File: src/rtl/batcharger_adc_seq.sv
// Battery-charger ADC sequencer: time-multiplexes one shared 8-bit ADC
// across the voltage, current and temperature channels in round-robin
// order, and keeps the latest sample of each together with a freshness flag.
//
// state  | meaning
// -------+-----------------------------------------------------------
// IDLE   | pick the next requested channel after the last-serviced one
// SETTLE | adc_sel driven, waiting for the input mux to settle
// START  | one-cycle adc_start pulse, arm the timeout counter
// WAIT   | waiting for adc_done, or for the timeout to expire
module batcharger_adc_seq #(
  parameter int SETTLE_CYC  = 4,
  parameter int TIMEOUT_CYC = 64
) (
  input  logic       clk,
  input  logic       rst,
  input  logic       en,
  input  logic       vmonen,
  input  logic       imonen,
  input  logic       tmonen,
  output logic [1:0] adc_sel,
  output logic       adc_start,
  input  logic       adc_done,
  input  logic [7:0] adc_data,
  output logic [7:0] vbat,
  output logic [7:0] ibat,
  output logic [7:0] tbat,
  output logic       vtok,
  output logic       err
);

  localparam logic [1:0] CH_V = 2'd0;
  localparam logic [1:0] CH_I = 2'd1;
  localparam logic [1:0] CH_T = 2'd2;

  // Down-counters stop at zero; the terminal count is the exit condition.
  localparam logic [3:0] SETTLE_LOAD  = 4'(SETTLE_CYC - 1);
  localparam logic [7:0] TIMEOUT_LOAD = 8'(TIMEOUT_CYC - 1);

  typedef enum logic [1:0] {IDLE, SETTLE, START, WAIT} state_t;

  state_t     state, state_nxt;
  logic [1:0] ptr, ptr_nxt;
  logic [1:0] sel_nxt;
  logic [1:0] pick;
  logic [3:0] settle_cnt, settle_nxt;
  logic [7:0] tmo_cnt, tmo_nxt;
  logic [2:0] req;
  logic [2:0] sel_oh;
  logic [2:0] valid, valid_nxt;
  logic       store;

  assign req    = {tmonen, imonen, vmonen} & {3{en}};
  assign sel_oh = 3'b001 << adc_sel;

  // Round-robin pick: first requested channel strictly after the pointer.
  always_comb begin
    pick = CH_V;
    case (ptr)
      CH_V:    pick = req[1] ? CH_I : (req[2] ? CH_T : CH_V);
      CH_I:    pick = req[2] ? CH_T : (req[0] ? CH_V : CH_I);
      default: pick = req[0] ? CH_V : (req[1] ? CH_I : CH_T);
    endcase
  end

  // Next-state, counter and strobe logic; dropping en always parks in IDLE.
  always_comb begin
    state_nxt  = state;
    sel_nxt    = adc_sel;
    ptr_nxt    = ptr;
    settle_nxt = settle_cnt;
    tmo_nxt    = tmo_cnt;
    store      = 1'b0;
    err        = 1'b0;
    adc_start  = 1'b0;
    if (!en) begin
      state_nxt = IDLE;
    end else begin
      case (state)
        IDLE: begin
          if (req != '0) begin
            sel_nxt    = pick;
            settle_nxt = SETTLE_LOAD;
            state_nxt  = SETTLE;
          end
        end
        SETTLE: begin
          if (settle_cnt == '0) state_nxt = START;
          else                  settle_nxt = settle_cnt - 4'd1;
        end
        START: begin
          adc_start = 1'b1;
          tmo_nxt   = TIMEOUT_LOAD;
          state_nxt = WAIT;
        end
        WAIT: begin
          if (adc_done) begin
            // Data for a channel dropped mid-conversion is discarded.
            store     = |(req & sel_oh);
            ptr_nxt   = adc_sel;
            state_nxt = IDLE;
          end else if (tmo_cnt == '0) begin
            err       = 1'b1;
            ptr_nxt   = adc_sel;
            state_nxt = IDLE;
          end else begin
            tmo_nxt = tmo_cnt - 8'd1;
          end
        end
        default: state_nxt = IDLE;
      endcase
    end
  end

  // Freshness: unrequested channels lose validity, stores set it, timeouts clear it.
  always_comb begin
    valid_nxt = valid & req;
    if (store) valid_nxt = valid_nxt | sel_oh;
    if (err)   valid_nxt = valid_nxt & ~sel_oh;
  end

  // Sequencer state, pointer, counters and flags.
  always_ff @(posedge clk or posedge rst) begin
    if (rst) begin
      state      <= IDLE;
      adc_sel    <= CH_V;
      ptr        <= CH_T;
      settle_cnt <= '0;
      tmo_cnt    <= '0;
      valid      <= '0;
      vtok       <= 1'b0;
    end else begin
      state      <= state_nxt;
      adc_sel    <= sel_nxt;
      ptr        <= ptr_nxt;
      settle_cnt <= settle_nxt;
      tmo_cnt    <= tmo_nxt;
      valid      <= valid_nxt;
      vtok       <= (req != '0) && ((valid_nxt & req) == req);
    end
  end

  // Per-channel result registers; values survive timeouts and en drops.
  always_ff @(posedge clk or posedge rst) begin
    if (rst) begin
      vbat <= '0;
      ibat <= '0;
      tbat <= '0;
    end else if (store) begin
      case (adc_sel)
        CH_V:    vbat <= adc_data;
        CH_I:    ibat <= adc_data;
        default: tbat <= adc_data;
      endcase
    end
  end

endmodule

File: config.mk
export PLATFORM = sky130hd
export DESIGN_NAME = batcharger_adc_seq
export DESIGN_NICKNAME = d
export VERILOG_FILES = /design/src/rtl/batcharger_adc_seq.sv
export SDC_FILE = /design/constraint.sdc
export NUM_CORES = 1
export LEC_CHECK = 0
export CAP_MARGIN = 5
export CORE_MARGIN = 5
export CORE_UTILIZATION = 44
export CTS_CLUSTER_SIZE = 25
export DETAILED_ROUTE_END_ITERATION = 16
export PLACE_DENSITY = 0.74
export SLEW_MARGIN = 20
export SYNTH_ARGS = -nofsm -noshare
export SYNTH_HDL_FRONTEND = slang
export SYNTH_SLANG_ARGS = --single-unit
File: constraint.sdc
create_clock -name clk -period 4.7 [get_ports clk]
set_clock_uncertainty 0.2 [all_clocks]
set_input_delay 1.41 -clock clk [delete_from_list [all_inputs] [get_ports clk]]
set_output_delay 1.41 -clock clk [all_outputs]
set_load 0.1 [all_outputs]
==> results.md, run 1 <==
* Async set-or-reset flop fraction in the synthesized netlist at 100%
* Warnings, synthesis at 0
* Setup crit start kind: input port
* Post-CTS setup buffers at 0
* Commonest non-fill, non-tap cell in the layout: dfrtp_1
* Distinct cells, synth at 48
* RePlAce Congestion at 0.771
* Clock Latency Late Sink at 300 ps
* Power Density at 528 nW/um2
* CP Class: input port to output pin
* Setup TNS Final at 0 ps
* Core area at 5170 um2
* Initial antenna violation count at 0
* Number of global-route vias before repair at 1,743
* Top cells by area, synth: dfrtp_1 (48%), mux2_2 (13%), ha_1 (4.2%), nand2_1 (2.5%), a21oi_1 (1.9%)
* WL final at 5.02 mm
* Hold path cells at 1
* Top Layer Used: met4
* CP arrival at 2710 ps
* Share of the synthesized area in the top cell type at 47.7%
* Status: completed
* Final hold vios at 0
* Die Y at 83.2 um
* FF-to-FF Start: state[1]
* Crit path max fanout at 5
* Crit. End Element: output pin
* Layout area overhead at 25.7%
* Max-Cap Viols at 0
* Start point of the worst min-delay path: ibat[3]
* RSZ-0062 raised after global routing: no
* Num ports at 44
* R2r setup slk at 2240 ps
* Via count at 1,797
* R2r endpoint: vtok
* Post-synth top area cell: dfrtp_1
* WHS at 312 ps
* Initial core utilization at 45.6%
* Slew at the pin with the worst max-slew slack at 990 ps
* Met1 wire length at 2.32 mm
* WHS Endpoint: ibat[3]
* Leakage at 1.31 nW
* HP Class: register to register
* Layout cell share with drive strength beyond 1 at 19.0%
* Grt ovf at 0
* Largest net degree at the start of global routing at 27
* 1st-iter DRT viols at 78
* First-pass GRT wire length at 8.54 mm
* Root Buffer: clkbuf_8
* Clock Path Buffers at 2
* Port buffer count at 43
* Final ANT Viol Nets at 0
* Die extent in x at 83.2 um
* Post-CTS sizing at 0
* Filler cells at 468
* DR WL/cell at 15.3 um
* Hold_buf cts at 0
* Post-route DRC at 0
* Via density at 5.48
* CTS tree: yes
* Main synth FF type: dfrtp_1
* Max Fclk at 0.232 GHz
* Setup violators final at 0
* Worst EP required at 3090 ps
* DP HPWL at 3.64 mm
* Post-synth EDFFs at 0
* Tot GR Track Use at 15.0%
* Most frequent cells in the layout: dfrtp_1 (45), clkdlybuf4s50_1 (41), mux2_2 (27), nand2_1 (16)
* Met2 wire length at 2.36 mm
* Tcrit/Tclk final at 91.8%
* Worst Reg-to-Reg Cells at 5
* Metal3 WL at 200 um
* 1st-pass router iterations at 4
* Die area at 6930 um2
* Worst IR Drop VDD at 0.487 mV
* CTS buffer count at 5
* Sequential cell area fraction in the yosys report at 48.8%
* Final Critical Period at 4320 ps
* H-tree levels at 2
* Slew HR at 33.8%
* Max-slew violations at 0
* N_diodes at 0
* Clock transition at path regs at 90 ps
* Post-Syn Nets at 237
* Sink Count at 46
* Num rows at 26
* Final nets at 280
* Synth Register Bits at 46
* Cell Area, Synth at 2360 um2
* Cells after synthesis at 214
* Syn avg cell area at 11.0 um2
cells in the mapped netlist (2+ instances only):
library cell  instances
mux2i_1               3
nand2b_1              5
inv_1                10
a31oi_1               3
nor4_1                2
or2_2                 2
nor2_1                8
o21a_1                3
mux2_2               27
or4_1                 2
ha_1                  8
nand4_1               2
and3_1                4
o21ai_0               8
buf_2                 4
nor2b_1               5
nand2_1              16
clkbuf_1              4
nor3_1                6
a22o_1                2
a211oi_1              3
o221a_2               2
a21oi_1               9
nand3_1               6
o31ai_1               2
dfrtp_1              45
o2bb2ai_1             2
through the flow:
| stage | instances | instance area (um2) | power [mW] | setup WS (ps) | util [%] |
|---|---|---|---|---|---|
| after global routing | 328 | 2970 | 1.66 | 302 | 57.4 |
| after CTS | 328 | 2970 | 1.58 | 372 | 57.4 |
| after floorplan | 214 | 2360 | 1.14 | 149 | - |
| final | 328 | 2970 | 1.57 | 384 | 57.4 |
| after detailed placement | 320 | 2870 | 1.33 | 372 | 55.6 |
| after global placement | 320 | 2870 | 1.31 | 385 | 55.6 |
final cells by class:
type	count	area [um2]	area share [%]
Sequential cell	46	1150	38.8
Tap cell	70	87.6	2.95
Clock buffer	5	68.8	2.32
Timing Repair Buffer	45	465	15.7
Clock inverter	3	23.8	0.801
Multi-Input combinational cell	149	1130	38.1
Inverter	10	37.5	1.27
routing by layer:
layer | vias to the layer above | GRT usage (%)
met1 | 885 | 19.3
met5 | - | 0
met2 | 36 | 24.2
met3 | 9 | 3.86
met4 | 0 | 5.94
li1 | 867 | -
report_power, final:
| group | leakage, nW | switching [mW] | internal (mW) |
|---|---|---|---|
| Sequential | 0.598 | 0.0999 | 0.489 |
| Clock | 0.0408 | 0.142 | 0.106 |
| Combinational | 0.668 | 0.507 | 0.222 |
state kept, by name, indices dropped and copies added, names as in the netlist:
register    count
vbat            8
tmo_cnt         8
ibat            8
vtok            1
adc_sel         2
valid           3
settle_cnt      4
ptr             2
state           2
tbat            8
worst max path at each step:
stage          end  cells past startpoint  slack, ps  startpoint
6_report       err                      4        380          en
2_1_floorplan  err                      3        150          en
5_1_grt        err                      4        300          en
3_5_place_dp   err                      4        370          en
4_1_cts        err                      4        370          en
3_3_place_gp   err                      4        380          en
cell families (layout without fill, tap and decap cells):
logic type	after synthesis	after routing	synth area share, %
simple gates	69	69	17.0
flops	46	46	48.8
mux	30	30	14.2
fa+ha+maj	8	8	4.24
compound gates	42	42	12.6
buf+inv	19	63	3.23
critical path, cell delays in order:
cell             delay (ps)
clkdlybuf4s50_1         470
nand2_1                 110
nor4b_4                 470
buf_12                  230
No activity file was read; power rests on OpenSTA's default activity.
==> run 2: changes to the inputs <==
--- a/config.mk
+++ b/config.mk
@@ -6,10 +6,11 @@
 export NUM_CORES = 1
 export LEC_CHECK = 0
 export CAP_MARGIN = 5
-export CORE_MARGIN = 5
+export CORE_MARGIN = 2
 export CORE_UTILIZATION = 44
-export CTS_CLUSTER_SIZE = 25
+export CTS_CLUSTER_SIZE = 10
 export DETAILED_ROUTE_END_ITERATION = 16
+export GPL_ROUTABILITY_DRIVEN = 0
 export PLACE_DENSITY = 0.74
 export SLEW_MARGIN = 20
 export SYNTH_ARGS = -nofsm -noshare
==> results.md, run 2 (synthesis gave the netlist of run 1 again) <==
* DP HPWL at 3.44 mm
* WHS at 309 ps
* Final Cell Area at 2970 um2
* Final std cells w/o fill at 329
* Crit path max fanout at 3
* Leakage at 1.32 nW
* CP arrival at 2660 ps
* Root Buffer: clkbuf_8
* Slew at the pin with the worst max-slew slack at 990 ps
* Hold path cells at 1
* Clock Path Buffers at 2
* Commonest non-fill, non-tap cell in the layout: dfrtp_1
* R2r endpoint: vtok
* PnR Total Power at 1.54 mW
* Tot GR Track Use at 16.9%
* Max Fclk at 0.234 GHz
* CTS tree: yes
* Worst Reg-to-Reg Cells at 5
* FF-to-FF Start: state[0]
* DR WL/cell at 14.0 um
* Status: completed
* 1st-pass router iterations at 4
* RSZ-0062 raised after global routing: no
* N_diodes at 0
* Slew HR at 33.8%
* Number of global-route vias before repair at 1,699
* Int Power at 0.816 mW
* Core area at 5140 um2
* First-pass GRT wire length at 8.19 mm
* Placed cell area at 2880 um2
* Post-route DRC at 0
* CTS buffer count at 5
* Worst IR Drop VDD at 0.441 mV
* Hold_buf cts at 0
* CP Class: input port to output pin
* Num rows at 26
* Initial core utilization at 45.9%
* Sequential share of power at 38.0%
* Most frequent cells in the layout: dfrtp_1 (45), clkdlybuf4s50_1 (41), mux2_2 (27), nand2_1 (16)
* H-tree levels at 2
* Num ports at 44
* Net Sw Power at 0.724 mW
* Layout area overhead at 25.8%
* Switching power share of the total at 47.0%
* Final hold vios at 0
* Worst slack at placement at 421 ps
* HP Class: register to register
* Via density at 5.39
* Layout cell share with drive strength beyond 1 at 19.3%
* Post-CTS setup buffers at 0
* Dpl cells at 321
* Initial antenna violation count at 0
* WL final at 4.62 mm
* Crit. End Element: output pin
* R2r setup slk at 2230 ps
* 1st-iter DRT viols at 91
* Max-Cap Viols at 0
* Setup TNS Final at 0 ps
* WHS Endpoint: vbat[6]
* PnR worst setup slack at 427 ps
* Grt ovf at 0
* Largest net degree at the start of global routing at 28
* Final ANT Viol Nets at 0
* Critical Path Start: en
* Post-CTS sizing at 0
* Max-slew violations at 0
* Logic pwr share at 47.0%
* Setup violators final at 0
* Post-route core utilization at 57.7%
* Clock Latency Late Sink at 290 ps
* Die extent in x at 77.2 um
* Port buffer count at 43
* Worst EP required at 3090 ps
* Setup crit start kind: input port
* Final nets at 281
* Power Density at 519 nW/um2
* Sink Count at 46
* Clk pwr share at 15.0%
* Via count at 1,773
* Die area at 5970 um2
* Start point of the worst min-delay path: vbat[6]
* Die Y at 77.2 um
* Final Critical Period at 4270 ps
* Tcrit/Tclk final at 90.9%
* Clock transition at path regs at 80 ps
-- run 2: cell count changes in the layout (fill, tap and decap cells not counted), sizes merged --
cell and delta:
clkinvlp -2, buf +1, clkbuf +1, clkinv +1
-- run 2: worst max path at each step --
stage / depth (start not counted) / slack, ps / to
after floorplan: 3 / 150 / err
after global placement: 4 / 430 / err
after detailed placement: 4 / 420 / err
after CTS: 4 / 410 / err
after global routing: 4 / 360 / err
final: 4 / 430 / err
-- run 2: metal layers --
layer  track usage, %  part of all wire (%)  routed length, um
met4             5.00                   1.3                 59
met5                0                     0                  0
met1             24.4                    49               2240
met2             25.5                    47               2150
met3             3.88                   3.6                165
-- run 2: layout make-up --
type | count | area, um2
Clock buffer | 6 | 72.6
Clock inverter | 2 | 13.8
Fill cell | 461 | 2170
Inverter | 10 | 37.5
Multi-Input combinational cell | 149 | 1130
Sequential cell | 46 | 1150
Tap cell | 70 | 87.6
Timing Repair Buffer | 46 | 473
-- run 2: critical path: stages --
cell and delay [ps]:
clkdlybuf4s50_1 480, nand2_1 120, nor4b_4 420, buf_12 230
-- run 2: power groups by stage --
stage                     clock network [mW]  logic [mW]  registers (mW)
after floorplan                            0       0.265           0.876
final                                  0.231       0.724           0.585
after global placement                     0       0.721           0.589
after detailed placement                   0       0.729           0.590
after global routing                   0.261       0.771           0.602
after CTS                              0.239       0.729           0.584
